==> src/rtl/cpu_mem_loader.sv <==
// cpu_mem_loader: host command bridge to the CPU imem/dmem external ports and run control
module cpu_mem_loader #(
  parameter int RD_LAT = 1,
  parameter int CNT_W  = 63
) (
  input  logic        clk,
  input  logic        arst_n,
  input  logic        cmd_valid,
  output logic        cmd_ready,
  input  logic [2:0]  cmd_op,
  input  logic [63:0] cmd_addr,
  input  logic [63:0] cmd_data,
  input  logic [7:0]  cmd_len,
  output logic        rsp_valid,
  input  logic        rsp_ready,
  output logic [63:0] rsp_data,
  output logic        rsp_err,
  output logic        rsp_last,
  output logic [63:0] addr_ext,
  output logic        wen_ext,
  output logic        ren_ext,
  output logic [31:0] wdata_ext,
  input  logic [31:0] rdata_ext,
  output logic [63:0] addr_ext_2,
  output logic        wen_ext_2,
  output logic        ren_ext_2,
  output logic [63:0] wdata_ext_2,
  input  logic [63:0] rdata_ext_2,
  output logic        enable
);
  typedef enum logic [2:0] {S_IDLE, S_WR, S_RD_REQ, S_RD_WAIT, S_RESP} state_t;
  localparam logic [2:0] OP_START = 3'd4, OP_STOP = 3'd5, OP_STAT = 3'd6, OP_RSVD = 3'd7;
  localparam logic [7:0] LAT_M1 = 8'(RD_LAT - 1);

  state_t           r_state, w_next;
  logic [2:0]       r_op;
  logic [63:0]      r_addr, r_data, r_rsp_data, r_budget;
  logic [7:0]       r_len, r_idx, r_wait;
  logic             r_rsp_err, r_rsp_last, r_running;
  logic [CNT_W-1:0] r_cnt;
  logic             w_accept, w_mem_op, w_err, w_cap, w_hs, w_expire, w_rd;
  logic [63:0]      w_status;

  assign w_accept = cmd_valid && cmd_ready;
  assign w_mem_op = !cmd_op[2];
  assign w_err    = cmd_op == OP_RSVD
                 || (w_mem_op && r_running)
                 || (cmd_op == OP_START && r_running)
                 || (w_mem_op && !cmd_op[0] && cmd_addr[1:0] != 2'd0)
                 || (w_mem_op && cmd_op[0] && cmd_addr[2:0] != 3'd0);
  assign w_rd     = r_op[2:1] == 2'b01;
  assign w_cap    = r_state == S_RD_WAIT && r_wait == 8'd0;
  assign w_hs     = rsp_valid && rsp_ready;
  assign w_expire = r_running && r_budget != 64'd0 && 64'(r_cnt) + 64'd1 == r_budget;
  assign w_status = {r_running, 63'(r_cnt)};

  assign rsp_data    = r_rsp_data;
  assign rsp_err     = r_rsp_err;
  assign rsp_last    = r_rsp_last;
  assign addr_ext    = r_addr;
  assign addr_ext_2  = r_addr;
  assign wdata_ext   = r_data[31:0];
  assign wdata_ext_2 = r_data;
  assign enable      = r_running;

  // command FSM state register
  always_ff @(posedge clk or negedge arst_n) begin
    if (!arst_n) r_state <= S_IDLE;
    else         r_state <= w_next;
  end

  // command FSM next state; errors and non-memory commands go straight to RESP
  always_comb begin
    w_next = r_state;
    unique case (r_state)
      S_IDLE:    if (w_accept) w_next = (w_err || !w_mem_op) ? S_RESP : cmd_op[1] ? S_RD_REQ : S_WR;
      S_WR:      w_next = S_RESP;
      S_RD_REQ:  w_next = S_RD_WAIT;
      S_RD_WAIT: if (r_wait == 8'd0) w_next = S_RESP;
      S_RESP:    if (rsp_ready) w_next = (w_rd && !r_rsp_last) ? S_RD_REQ : S_IDLE;
      default:   w_next = S_IDLE;
    endcase
  end

  // handshake and memory strobes decoded from state; ready is held low during reset
  always_comb begin
    cmd_ready = arst_n && r_state == S_IDLE;
    rsp_valid = r_state == S_RESP;
    wen_ext   = r_state == S_WR && !r_op[0];
    wen_ext_2 = r_state == S_WR && r_op[0];
    ren_ext   = r_state == S_RD_REQ && !r_op[0];
    ren_ext_2 = r_state == S_RD_REQ && r_op[0];
  end

  // command latch, read latency timer, response registers and burst address walk
  always_ff @(posedge clk or negedge arst_n) begin
    if (!arst_n) begin
      r_op       <= '0;
      r_addr     <= '0;
      r_data     <= '0;
      r_len      <= '0;
      r_idx      <= '0;
      r_wait     <= '0;
      r_rsp_data <= '0;
      r_rsp_err  <= 1'b0;
      r_rsp_last <= 1'b0;
    end else begin
      if (w_accept) begin
        r_op       <= cmd_op;
        r_addr     <= cmd_addr;
        r_data     <= cmd_data;
        r_len      <= cmd_len;
        r_idx      <= 8'd0;
        r_rsp_data <= cmd_op == OP_STAT ? w_status : 64'd0;
        r_rsp_err  <= w_err;
        r_rsp_last <= 1'b1;
      end
      if (r_state == S_RD_REQ) r_wait <= LAT_M1;
      else if (r_state == S_RD_WAIT && r_wait != 8'd0) r_wait <= r_wait - 8'd1;
      if (w_cap) begin
        r_rsp_data <= r_op[0] ? rdata_ext_2 : {32'd0, rdata_ext};
        r_rsp_last <= r_idx == r_len;
      end
      if (w_hs && w_rd) begin
        r_addr <= r_addr + (r_op[0] ? 64'd8 : 64'd4);
        r_idx  <= r_idx + 8'd1;
      end
    end
  end

  // run flag, budget and saturating cycle counter; START restarts the count
  always_ff @(posedge clk or negedge arst_n) begin
    if (!arst_n) begin
      r_running <= 1'b0;
      r_cnt     <= '0;
      r_budget  <= '0;
    end else if (w_accept && cmd_op == OP_START && !w_err) begin
      r_running <= 1'b1;
      r_cnt     <= '0;
      r_budget  <= cmd_data;
    end else begin
      if ((w_accept && cmd_op == OP_STOP) || w_expire) r_running <= 1'b0;
      if (r_running && r_cnt != '1) r_cnt <= r_cnt + CNT_W'(1);
    end
  end
endmodule

==> config.mk <==
export PLATFORM = sky130hd
export DESIGN_NAME = cpu_mem_loader
export DESIGN_NICKNAME = d
export VERILOG_FILES = /design/src/rtl/cpu_mem_loader.sv
export SDC_FILE = /design/constraint.sdc
export NUM_CORES = 1
export LEC_CHECK = 0
export ABC_AREA = 1
export CORE_MARGIN = 3
export CORE_UTILIZATION = 28
export DETAILED_ROUTE_END_ITERATION = 8
export SYNTH_ARGS = -nofsm -noshare
export SYNTH_HDL_FRONTEND = slang
export SYNTH_SLANG_ARGS = --single-unit
export TNS_END_PERCENT = 20
==> constraint.sdc <==
create_clock -name clk -period 3.1 [get_ports clk]
set_input_delay 0.465 -clock clk [delete_from_list [all_inputs] [get_ports clk]]
set_output_delay 0.465 -clock clk [all_outputs]
set_load 0.02 [all_outputs]
# --- Yosys cells after proc, flatten, opt, wreduce, memory -nomap -nowiden ---
# Index checks and enable logic that the tools add are counted.
# Widths: inputs -> output; s select.
word_totals:
  wordCells: 103
  regBits: 352
  in_bits: 239
  output_inout_bits: 297
classes:
  n_reduce_logical: 46
  eq_ne: 15
  n_addsub: 5
  n_mux: 24
op_table:
  columns: ["cell", "count"]
  rows:
  - ["$mux 64", 6]
  - ["$mux 63", 2]
  - ["$add 63x1->64 const B", 1]
  - ["$add 64x4->64", 1]
  - ["$eq 64x64->1", 1]
  - ["$reduce_bool 64->1", 1]
  - ["$add 63x1->63 const B", 1]
  - ["$ne 63x63->1 const B", 1]
  - ["$mux 8", 4]
  - ["$logic_and 1x1->1", 23]
  - ["$eq 3x3->1 const B", 5]
  - ["$pmux 3 s5", 1]
  - ["$mux 3", 4]
  - ["$reduce_bool 2->1", 6]
  - ["$add 8x1->8 const B", 1]
  - ["$eq 8x8->1", 1]
  - ["$logic_not 8->1", 1]
  - ["$reduce_bool 8->1", 1]
  - ["$sub 8x1->8 const B", 1]
  - ["$eq 3x2->1 const B", 2]
  - ["$logic_or 1x1->1", 6]
  - ["$logic_not 1->1", 5]
  - ["$mux 1", 4]
  - ["$mux 2", 2]
  - ["8 further kinds", 9]

# --- Logic depth before layout (Yosys ltp) ---
logic_depth:
  ltp_word: 10
  depth_mapped: 20
  depth_no_buf: 20

# --- Worst setup path after synthesis ---
# No wires, ideal clock.
synth_path:
  path_kind: "register to register"
  start: "register r_op[0]"
  end: "register r_addr[48] (netlist: addr_ext[48])"
  path_slack_ns: -0.122
  period_less_slack_ns: 3.222
  path_stages_with_launch: 18
  required_ns: 2.966
  path_buffers: 2
  arrival_ns: 3.088
  path_cell_list: "dfrtp_1 clkbuf_1 clkinv_1 clkbuf_1 ha_1 inv_1 fa_1 nor3_4 nand2_1 nor2_2 nand2_1 inv_2 nand3_2 inv_1 nand3_1 nand3b_1 o21ai_0 o211ai_1"
synth_between:
  elab_chain_len: 3
synth_rtl:
  columns: ["item", "line_no", "text"]
  rows:
  - ["from (decl)", "36", "logic [2:0] r_op;"]
  - ["from (signal assigned)", "109", "r_op <= cmd_op;"]
  - ["$mux 4", "125", "r_addr <= r_addr + (r_op[0] ? 64'd8 : 64'd4);"]
  - ["$add 64x4->64", "125", null]
  - ["$mux 64", "124", "if (w_hs && w_rd) begin"]
  - ["to (signal assigned)", "110", "r_addr <= cmd_addr;"]
  - ["to (signal assigned)", "125", null]
  - ["to (decl)", "37", "logic [63:0] r_addr, r_data, r_rsp_data, r_budget;"]
# Every way passes these cells.
# A chain may end at the register's enable or synchronous reset.

# --- Worst setup path after layout ---
layout_path:
  start: "register r_addr[3] (netlist: addr_ext[3])"
  end: "register r_addr[63] (netlist: addr_ext[63])"
layout_between:
  elab_chain_len: 2
layout_rtl:
  columns: ["item", "line_no"]
  rows:
  - ["$add 64x4->64", "125"]
  - ["$mux 64", "124"]
# Every way passes these cells.

==> summary.md <==
| Metric | Value |
|---|---|
| Largest stage delay, worst path | `480 ps` |
| Synth Area in XOR/XNOR | `2.74%` |
| Leakage | `12.2 nW` |
| Outcome | `finished clean` |
| Crit-path cells | `ha_1 -> nand2_1 -> inv_1 -> o21ai_1 -> nor2_1 -> nand2_1 -> inv_1 -> nand2_1 -> nor2_1 -> nand3_1 -> nor2_2 -> nand4_1 -> buf_4 -> nor2_1 -> nand2_1 -> nand3_1 -> nand3_1` |
| Rel. slew slack | `40.4%` |
| Vias per cell | `4.92` |
| Largest family of logic cells by synthesized area | `simple AND/OR/NAND/NOR gates` |
| CTS tree | `yes` |
| Worst Clk Skew | `17.1 ps` |
| Worst-Margin Slew | `893 ps` |
| Crit end category | `register` |
| Clock transition at path regs | `60 ps` |
| Clock root buffer | `clkbuf_16` |
| Synth unique cells | `51` |
| Total grt overflow | `0` |
| Post-synthesis simple-gate area fraction | `31.3%` |
| CP max-delay cell | `dfrtp_1` |
| Post-route ant nets | `0` |
| Placer congestion estimate | `0.985` |
| Netlist Area Pre-Place | `20900 um2` |
| Fmax | `357 MHz` |
| Final worst slack | `296 ps` |
| Final Non-Filler Cells | `4387` |
| Cell Count Post-Placement | `4300` |
| Hold WC Path Type | `in -> async` |
| Synth warn | `0` |
| Seq/Total Area, Yosys | `42.2%` |
| DR WL/cell | `20.7 um` |
| Share of cells above drive strength 1 | `6.37%` |
| GRT Util Overall | `22.7%` |
| Synth Area in Compound Gates | `12.1%` |
| CP arrival | `3250 ps` |
| DRT iter0 DRCs | `1784` |
| Final HPWL DP | `70600 um` |
| Via count | `21.6k` |
| Total power | `26.4 mW` |
| Rows | `99` |
| Worst-path fanout max | `5` |
| CP dominant cell by count | `nand2_1` |
| Synth top area cells | `dfrtp_1 (42%), nand2_1 (16%), inv_1 (5.6%)` |
| Initial Util | `28.4%` |
| Maxcap violations | `0` |
| Area share of the largest cell type after synthesis | `42.2%` |
| Final Cell Area | `28600 um2` |
| Crit path time final | `2800 ps` |
| Delay-heaviest family, CP | `simple AND/OR/NAND/NOR gates` |
| Die span in x | `279 um` |
| Layout net count | `3634` |
| Core box area | `73500 um2` |
| Later-pin clock latency in the skew report | `590 ps` |
| Final WL | `90700 um` |
| Drc violations | `0` |
| Die height | `279 um` |
| Post-CTS Hold Buffers | `0` |
| Register bit total from synthesis | `352` |
| Pin count of the biggest net entering global routing | `135` |
| WS Path Type | `reg -> reg` |
| Mux cell area share after synthesis | `0.0958%` |
| Post-Synthesis Cells | `2925` |
| R2r setup slk | `300 ps` |
| Post-synth net total | `3171` |
| Sink Count | `352` |
| Placed Instance Area | `27000 um2` |
| Post-synthesis adder-cell area fraction | `0.455%` |
| Period utilization | `90.5%` |
| Final setup viols | `0` |
| Worst Setup Start Kind | `register` |
| Initial antenna violation count | `3` |
| Pre-CTS WS | `126 ps` |
| Synth area leader | `dfrtp_1` |
| Die area | `77900 um2` |
| Hold Vio Cnt, Final | `0` |
| I/O pin cnt | `536` |
| Syn-to-layout area delta | `37.0%` |
| H-Tree Depth | `2` |
| First-pass GRT wire length | `134000 um` |
| Fillers | `7688` |
| IO Port Bufs | `535` |
| Num CTS Buffers | `44` |
| PwrDens | `922 nW/um2` |
| Vias in the first global route | `21.0k` |
| Worst Path Required | `3550 ps` |
| Worst VDD drop | `0.532 mV` |
| Crit path buf inv count | `3` |
| First-pass DRT Iterations | `5` |
| Max clock buf depth | `3` |
| Final Max Slew Viols | `0` |
| Syn Area/Cell | `7.14 um2` |
| Final Util | `39.0%` |
registers in the layout, summed over array words and instances, names as in the netlist:
signal and flops:
wdata_ext_2 64, rsp_err 1, r_budget 64, r_state 3, r_cnt 63, r_op 3
rsp_data 64, r_len 8, addr_ext 64, rsp_last 1, r_wait 8, enable 1
r_idx 8
cells in the mapped netlist, drive strengths merged:
master,instances
and2,4
o211ai,47
a31oi,27
a21boi,1
nand2,906
o221ai,6
fa,1
nand4,41
xor3,1
clkinv,2
dfrtp,352
a21oi,67
nor2,331
nand3,183
a211oi,1
xor2,48
o21bai,3
inv,320
nor3,53
o21ai,220
or2,2
clkbuf,79
a21o,1
o311ai,18
o21a,1
xnor2,7
xnor3,3
mux2i,2
nor4,13
o22ai,45
o31ai,2
buf,114
nand3b,17
a22o,1
ha,6
per-layer routing:
layer  GRT usage (%)  up-vias  wire length [um]  share of wire, %
met2            38.2      984             42500                47
met5               0        -                13             0.014
li1                -    10300                 -                 -
met4            8.97        2              3950               4.4
met1            28.5    10100             36500                40
met3            4.88      186              7820               8.6
placed cells by master (no fill, tap or decap), types with 4 or more instances in the layout:
master           Yosys  final
a21oi_1             67     67
a31oi_1             27     27
and2_1               4      4
buf_12               0      8
buf_4               96     67
bufinv_16            0      6
clkbuf_1            79      4
clkbuf_16            0     45
clkbuf_8             0      7
clkdlybuf4s50_1      0    534
clkinv_2             0      9
clkinvlp_4           0      4
dfrtp_1            352    351
diode_2              0      6
ha_1                 6      6
inv_1              310    310
inv_2               10      9
nand2_1            893    892
nand2_2             11     11
nand3_1            182    181
nand3b_1            17     17
nand4_1             41     41
nor2_1             304    301
nor2_2              19     21
nor2_4               7      8
nor3_1              50     49
nor4_1              11     11
o211ai_1            47     47
o21ai_0            214    214
o21ai_1              5      5
o221ai_1             6      6
o22ai_1             45     45
o311ai_0            18     18
xnor2_1              7      7
xor2_1              48     48
area by class of cell:
cell class | instances | area (um2) | share of cell area, %
clock buffer | 56 | 1240 | 4.32
timing repair buffer | 610 | 6020 | 21.0
sequential | 352 | 8810 | 30.8
tap | 959 | 1200 | 4.19
clock inverter | 24 | 325 | 1.14
multi-input combinational | 2058 | 9800 | 34.2
antenna | 6 | 15.0 | 0.0525
inverter | 322 | 1210 | 4.23
power by group:
part	total, mW	switching, mW	leakage [nW]	internal, mW
Sequential	8.56	2.23	4.50	6.33
Combinational	12.2	6.95	6.97	5.25
Clock	5.63	2.27	0.763	3.36
Total	26.4	11.4	12.2	14.9
logic make-up (layout without fill, tap and decap cells):
| logic type | Yosys count | after routing |
|---|---|---|
| AOI/OAI and AO/OA | 440 | 440 |
| xor gates and xnor gates | 59 | 59 |
| adders and majority gates | 7 | 7 |
| buffers and inverters | 515 | 1012 |
| DFF | 352 | 352 |
| muxes | 2 | 2 |
| other | 0 | 6 |
| and+or+nand+nor | 1550 | 1550 |
stage by stage:
step | setup TNS [ps] | hold slack (ps)
finish | 0 | 42.7
global route | -13.2 | 84.8
CTS | 0 | 62.3
detailed placement | 0 | 467
global placement | 0 | 456
floorplan | 0 | 169
final timing paths:
check	from	to	cells after the start
worst min register to register	r_wait[7]	r_wait[7]	1
worst max-delay path	addr_ext[3]	addr_ext[63]	17
max in group asynchronous	arst_n	rsp_data[2]	3
min in group clk	cmd_len[7]	r_len[7]	3
worst max register to register	addr_ext[3]	addr_ext[63]	17
worst min-delay path	arst_n	wdata_ext_2[44]	2
worst reg2reg max path, cell delays in order (launching register included):
cell and delay (ps):
dfrtp_1 480, ha_1 330, nand2_1 50, inv_1 40, o21ai_1 90, nor2_1 190, nand2_1 170, inv_1 130
nand2_1 130, nor2_1 150, nand3_1 130, nor2_2 200, nand4_1 120, buf_4 180, nor2_1 80, nand2_1 50
nand3_1 80, nand3_1 70
what timing repair did:
item | CTS | global route
gates resized for setup | 0 | 2
setup endpoints to repair | 0 | 4
setup buffers | 0 | 1
Note: power is estimated with default switching activity, not from simulation.
